$ cat src/rtl/fetch_pkg.sv
// Shared fetch-stage types and constants: FSM encoding, instruction width, NOP.
package fetch_pkg;

    typedef enum logic [1:0] {
        S_IDLE = 2'd0,
        S_REQ  = 2'd1,
        S_WAIT = 2'd2,
        S_HOLD = 2'd3
    } fetch_state_e;

    localparam int              ILEN        = 32;
    localparam int              INSTR_BYTES = 4;
    localparam logic [ILEN-1:0] NOP_INSTR   = 32'h0000_0013;

endpackage

$ cat src/rtl/fetch_unit.sv
// Phase-driven instruction fetch: one memory request per fetch phase, result held
// until commit, then PC advances sequentially or to the redirect target.
module fetch_unit
    import fetch_pkg::*;
#(
    parameter int              XLEN     = 32,
    parameter logic [XLEN-1:0] RESET_PC = '0
) (
    input  logic            clk,
    input  logic            rst,
    input  logic            phase_fetch,
    input  logic            phase_execute,
    input  logic            phase_commit,
    output logic            stall,
    output logic            mem_req_valid,
    input  logic            mem_req_ready,
    output logic [XLEN-1:0] mem_req_addr,
    input  logic            mem_rsp_valid,
    input  logic [ILEN-1:0] mem_rsp_data,
    input  logic            mem_rsp_err,
    input  logic            redirect_valid,
    input  logic [XLEN-1:0] redirect_pc,
    output logic [XLEN-1:0] pc,
    output logic [ILEN-1:0] instr,
    output logic            instr_valid,
    output logic            fetch_fault
);

    fetch_state_e    r_state;
    logic [XLEN-1:0] r_pc;
    logic [ILEN-1:0] r_instr;
    logic            r_valid;
    logic            r_fault;

    logic [XLEN-1:0] w_pc_seq;
    logic [XLEN-1:0] w_pc_redir;

    // Sequential PC wraps naturally at 2^XLEN; redirect targets are forced word-aligned.
    assign w_pc_seq   = r_pc + XLEN'(INSTR_BYTES);
    assign w_pc_redir = redirect_pc & ~{{(XLEN-2){1'b0}}, 2'b11};

    always_ff @(posedge clk or posedge rst) begin
        if (rst) begin
            r_state <= S_IDLE;
            r_pc    <= RESET_PC;
            r_instr <= NOP_INSTR;
            r_valid <= 1'b0;
            r_fault <= 1'b0;
        end else begin
            case (r_state)
                S_IDLE: if (phase_fetch)   r_state <= S_REQ;
                S_REQ:  if (mem_req_ready) r_state <= S_WAIT;
                S_WAIT: if (mem_rsp_valid) begin
                    r_instr <= mem_rsp_data;
                    r_fault <= mem_rsp_err;
                    r_valid <= 1'b1;
                    r_state <= S_HOLD;
                end
                // A faulting fetch still commits; the consumer decides what to do with it.
                S_HOLD: if (phase_commit) begin
                    r_pc    <= redirect_valid ? w_pc_redir : w_pc_seq;
                    r_valid <= 1'b0;
                    r_fault <= 1'b0;
                    r_state <= S_IDLE;
                end
                default: r_state <= S_IDLE;
            endcase
        end
    end

    assign stall = !rst && ((r_state == S_IDLE && phase_fetch) ||
                            r_state == S_REQ || r_state == S_WAIT);

    assign mem_req_valid = (r_state == S_REQ);
    assign mem_req_addr  = r_pc;
    assign pc            = r_pc;
    assign instr         = r_instr;
    assign instr_valid   = r_valid;
    assign fetch_fault   = r_fault;

    a_onehot_phase: assert property (@(posedge clk) disable iff (rst)
        $onehot0({phase_fetch, phase_execute, phase_commit}));

    a_hold_stable: assert property (@(posedge clk) disable iff (rst)
        (phase_execute && r_state == S_HOLD) |=> ($stable(r_instr) && $stable(r_pc) && $stable(r_fault)));

endmodule
$ cat config.mk
export PLATFORM = sky130hd
export DESIGN_NAME = fetch_unit
export DESIGN_NICKNAME = d
export VERILOG_FILES = /design/src/rtl/fetch_pkg.sv /design/src/rtl/fetch_unit.sv
export SDC_FILE = /design/constraint.sdc
export NUM_CORES = 1
export LEC_CHECK = 0
export BUFFER_PORTS_ARGS = -buffer_cell sky130_fd_sc_hd__buf_2
export CAP_MARGIN = 25
export CORE_ASPECT_RATIO = 1.25
export CORE_UTILIZATION = 51
export CTS_CLUSTER_DIAMETER = 40
export DETAILED_ROUTE_END_ITERATION = 6
export PLACE_DENSITY = 0.92
export SLEW_MARGIN = 10
export SYNTH_ARGS = -nofsm -noshare
export SYNTH_HDL_FRONTEND = slang
export SYNTH_SLANG_ARGS = --single-unit
$ cat constraint.sdc
create_clock -name clk -period 3.75 [get_ports clk]
set_input_delay 0.375 -clock clk [delete_from_list [all_inputs] [get_ports clk]]
set_output_delay 0.375 -clock clk [all_outputs]
set_load 0.05 [all_outputs]
## After elaboration in Yosys (flattened, before gate mapping)

Index checks and enable logic that the tools add are counted.

- Register bits after elaboration: 68
- Output and inout port bits: 100
- Logic and storage cells: 35

- Add/subtract/negate cells: 1
- Eq/ne operators: 7
- Muxes and demuxes: 11
- Reduce and logical (&&, ||, !) cells: 11

Operator list:

| cell | number |
|---|---|
| $add 32x3->32 const B | 1 |
| $mux 32 | 1 |
| $mux 2 | 4 |
| $pmux 2 s4 | 1 |
| $ne 2x2->1 const B | 3 |
| $eq 2x2->1 const B | 2 |
| $pmux 1 s2 | 2 |
| $reduce_and 2->1 | 2 |
| $reduce_and 4->1 | 1 |
| $mux 1 | 3 |
| $reduce_and 3->1 | 1 |
| $eq 2x1->1 const B | 1 |
| $logic_and 1x1->1 | 2 |
| $logic_not 2->1 | 1 |
| $logic_or 1x1->1 | 2 |
| $ne 2x1->1 const B | 1 |
| $reduce_bool 2->1 | 1 |
| $logic_not 1->1 | 1 |

## Longest topological paths before layout

- Depth in word-level cells: 5
- Mapped depth: 8
- Gate-level depth less buffers: 6

## Worst setup path after synthesis

Ideal clock, no wire load.

- Kind: reg2reg
- Start: register r_pc[2] (netlist: mem_req_addr[2])
- End: register r_pc[26] (netlist: mem_req_addr[26])
- Setup time: 0.072 ns
- Arrival: 2.397 ns
- Required time: 3.678 ns
- Setup slack: 1.281 ns
- Cell stages (with the launch flop): 7
- Buffers on the path: 1
- Period minus slack after synthesis: 2.469 ns
- Cells stage by stage: dfrtp_1 ha_1 nand3_2 or4_1 buf_2 or4_1 nand3_1

- Longest elaborated chain between the ends: 2

Ends and longest elaborated chain:

| element | RTL line | RTL |
|---|---|---|
| start: declaration | fetch_unit.sv:30 | `logic [XLEN-1:0] r_pc;` |
| start signal: assignment | fetch_unit.sv:61 | `r_pc <= redirect_valid ? w_pc_redir : w_pc_seq;` |
| $add 32x3->32 | fetch_unit.sv:39 | `assign w_pc_seq = r_pc + XLEN'(INSTR_BYTES);` |
| $mux 32 | fetch_unit.sv:61 |  |

Every way passes these cells.
A chain may end at the register's enable or synchronous reset.

## Worst setup path in the final report

Ends and elaborated chain as after synthesis.

==> reports/metrics.csv <==
metric,value,unit
Crit path max-delay family,simple AND/OR/NAND/NOR gates,
vias in the first global route,3237,
core footprint,7100,um^2
worst path arrival time,2.62,ns
total CTS buffers,9,
Synth Register Bits,66,
clock slew at reported path FFs,0.08,ns
main combinational cell family by area after synthesis,simple AND/OR/NAND/NOR gates,
sequential cell area fraction in the yosys report,43.5,%
adder and majority gate portion of the synthesized area,1.97,%
post-synthesis compound-gate area fraction,14.5,%
Residual DRC,0,
vias per inst,5.75,
worst min path class,input pin to asynchronous set/reset pin,
worst-skew pair later-pin latency,0.34,ns
post-place setup slack,1.37,ns
Worst Setup Start Kind,flip-flop,
first-pass GRT wire length,15100,um
Final min period,2.34,ns
Overflow after GRT,0,
CP max-delay cell,or4_1,
Worst path most repeated cell,or4_1,
clock skew,0.00939,ns
syn_area_per_cell,9.65,um^2
Ports,173,
Post-Synth Simple-Gate Area,18.9,%
largest net degree at the start of global routing,41,
fin crit share,62.5,%
Worst-Margin Slew,0.945,ns
setup ws final,1.41,ns
Max-Slew Margin vs Limit,37.0,%
endpoints failing setup,0,
Critical path buffers and inverters,0,
RSZ-0062 raised after global routing,no,
Final ANT Viol Nets,0,
TritonCTS clock tree,done,
layout cells sized above 1,44.0,%
vias,3525,
DR WL/cell,15.4,um
Main synth FF type,dfrtp_1,
Synth cell types,56,
asr flop ratio synth,100,%
WS Path Type,flip-flop to flip-flop,
"Hold Vio Cnt, Final",0,
height of the die,98.5,um
PostCTS Resize Cnt,0,
Clock Path Buffers,2,
status,completed,
number of max-cap violations,0,
Synth Cell Area,3800,um^2
GRT Total Usage,24.7,%
number of port buffers,165,
mux contribution to synthesized area,10.3,%
DRT iter0 DRCs,111,
Pins Over Slew Limit,0,
final net count,597,
clk sinks,66,
max incr delay on CP,0.72,ns
Worst EP required,4.02,ns
die width,79.2,um
floorplan row count,34,
hpwl dp,6770,um
critical-path maximum fanout,9,
CTS H-tree lvls,3,
1st-pass router iterations,4,
Synth Instances,394,
Routability Congestion,0.812,
postcts setup bufs,0,
Root Driver,clkbuf_8,
"Warnings, synthesis",0,
CP cell instances,"ha_1, nand3_2, or4_1, or4_1, nand3_1",
Layout fillers,568,
Initial Utilization,53.5,%
synthesis-to-layout area growth,24.1,%
xor/xnor cell area share of the yosys netlist,0,%
Post-DP Area,4420,um^2
initial antenna violation count,0,
maximum clock frequency,427,MHz
Final Cell Area,4720,um^2
Die ar.,7810,um^2
Post-synth EDFFs,0,
Inserted Diodes,0,
"Hold-fix buffers, CTS",0,
Post-Route Setup TNS,0,ns
final WL,9430,um
CP endpoint kind,flip-flop,
[metal layers]
layer  track usage, %  up-vias  routed length, um
met4             8.67        0                112
li1                 -     1671                  -
met5                0        -                  0
met1             30.3     1647               3910
met2             42.2      192               4630
met3             5.65       15                778
[placed cells by master, fill, tap and decap left out, drive strengths merged, types with 2 or more instances in the layout]
| cell | count |
|---|---|
| a21oi | 19 |
| a2bb2oi | 2 |
| and3 | 12 |
| o311a | 2 |
| or3 | 10 |
| inv | 12 |
| bufinv | 3 |
| nand3 | 27 |
| a41o | 2 |
| o31ai | 2 |
| mux2i | 2 |
| o22ai | 2 |
| a311o | 3 |
| clkbuf | 10 |
| nand2b | 2 |
| buf | 171 |
| ha | 6 |
| clkinvlp | 2 |
| dfrtp | 63 |
| o211ai | 2 |
| o2bb2ai | 2 |
| dfstp | 3 |
| and4 | 6 |
| conb | 4 |
| nand4 | 7 |
| and2 | 3 |
| a221oi | 3 |
| nor3 | 11 |
| mux2 | 33 |
| o21ai | 21 |
| a31oi | 4 |
| nor2 | 12 |
| nor4 | 4 |
| nand2 | 27 |
| o311ai | 7 |
| or4 | 7 |
[path summary, 6_finish.rpt]
path,startpoint,endpoint,slack (ns),depth (start not counted)
max,mem_req_addr[2],mem_req_addr[26],1.41,5
min,rst,mem_req_addr[21],0.11,2
max reg2reg,mem_req_addr[2],mem_req_addr[26],1.41,5
min reg2reg,instr[2],instr[2],0.50,1
max in group asynchronous,rst,instr[0],2.71,3
min in group clk,mem_rsp_data[28],instr[28],0.27,2
[state kept, by name, indices dropped and copies added (netlist names)]
| register | flops |
|---|---|
| instr | 32 |
| fetch_fault | 1 |
| mem_req_addr | 30 |
| r_state | 2 |
| instr_valid | 1 |
[stage by stage]
step                utilization (%)  cells  hold WS (ns)
floorplan                         -    397         0.525
global placement               62.3    595         0.476
detailed placement             62.3    595         0.489
CTS                            65.8    611         0.119
global route                   66.4    613         0.149
finish                         66.4    613         0.111
[cells in the mapped netlist, types with 5 or more instances]
cell type	number	area, um^2
o311ai_0	7	61.3
or3_1	10	62.6
buf_1	7	26.3
o21ai_0	21	105
nand2_1	26	97.6
buf_4	34	255
dfrtp_1	63	1580
nor3_1	11	55.1
and3_1	11	68.8
or4_1	6	45.0
and4_1	5	43.8
nand3_1	25	125
ha_1	6	75.1
a21oi_1	19	95.1
clkbuf_1	18	67.6
nand4_1	7	43.8
inv_1	12	45.0
nor2_1	12	45.0
mux2_2	33	372
[area by class of cell]
class / instances / area (um^2) / share of cell area, %
tap: 90 / 113 / 2.39
timing repair buffer: 171 / 898 / 19.0
clock inverter: 6 / 114 / 2.41
inverter: 12 / 45.0 / 0.955
multi-input combinational: 258 / 1750 / 37.2
sequential: 66 / 1660 / 35.1
clock buffer: 10 / 138 / 2.92
[logic make-up after synthesis]
family,Yosys count
compound gates,82
fa+ha+maj,6
buf+inv,73
flops,66
mux,35
other cells,1
simple gates,131
Power is not shown: default switching activity piles up to over one toggle a cycle in this logic, so the estimate is an artifact.
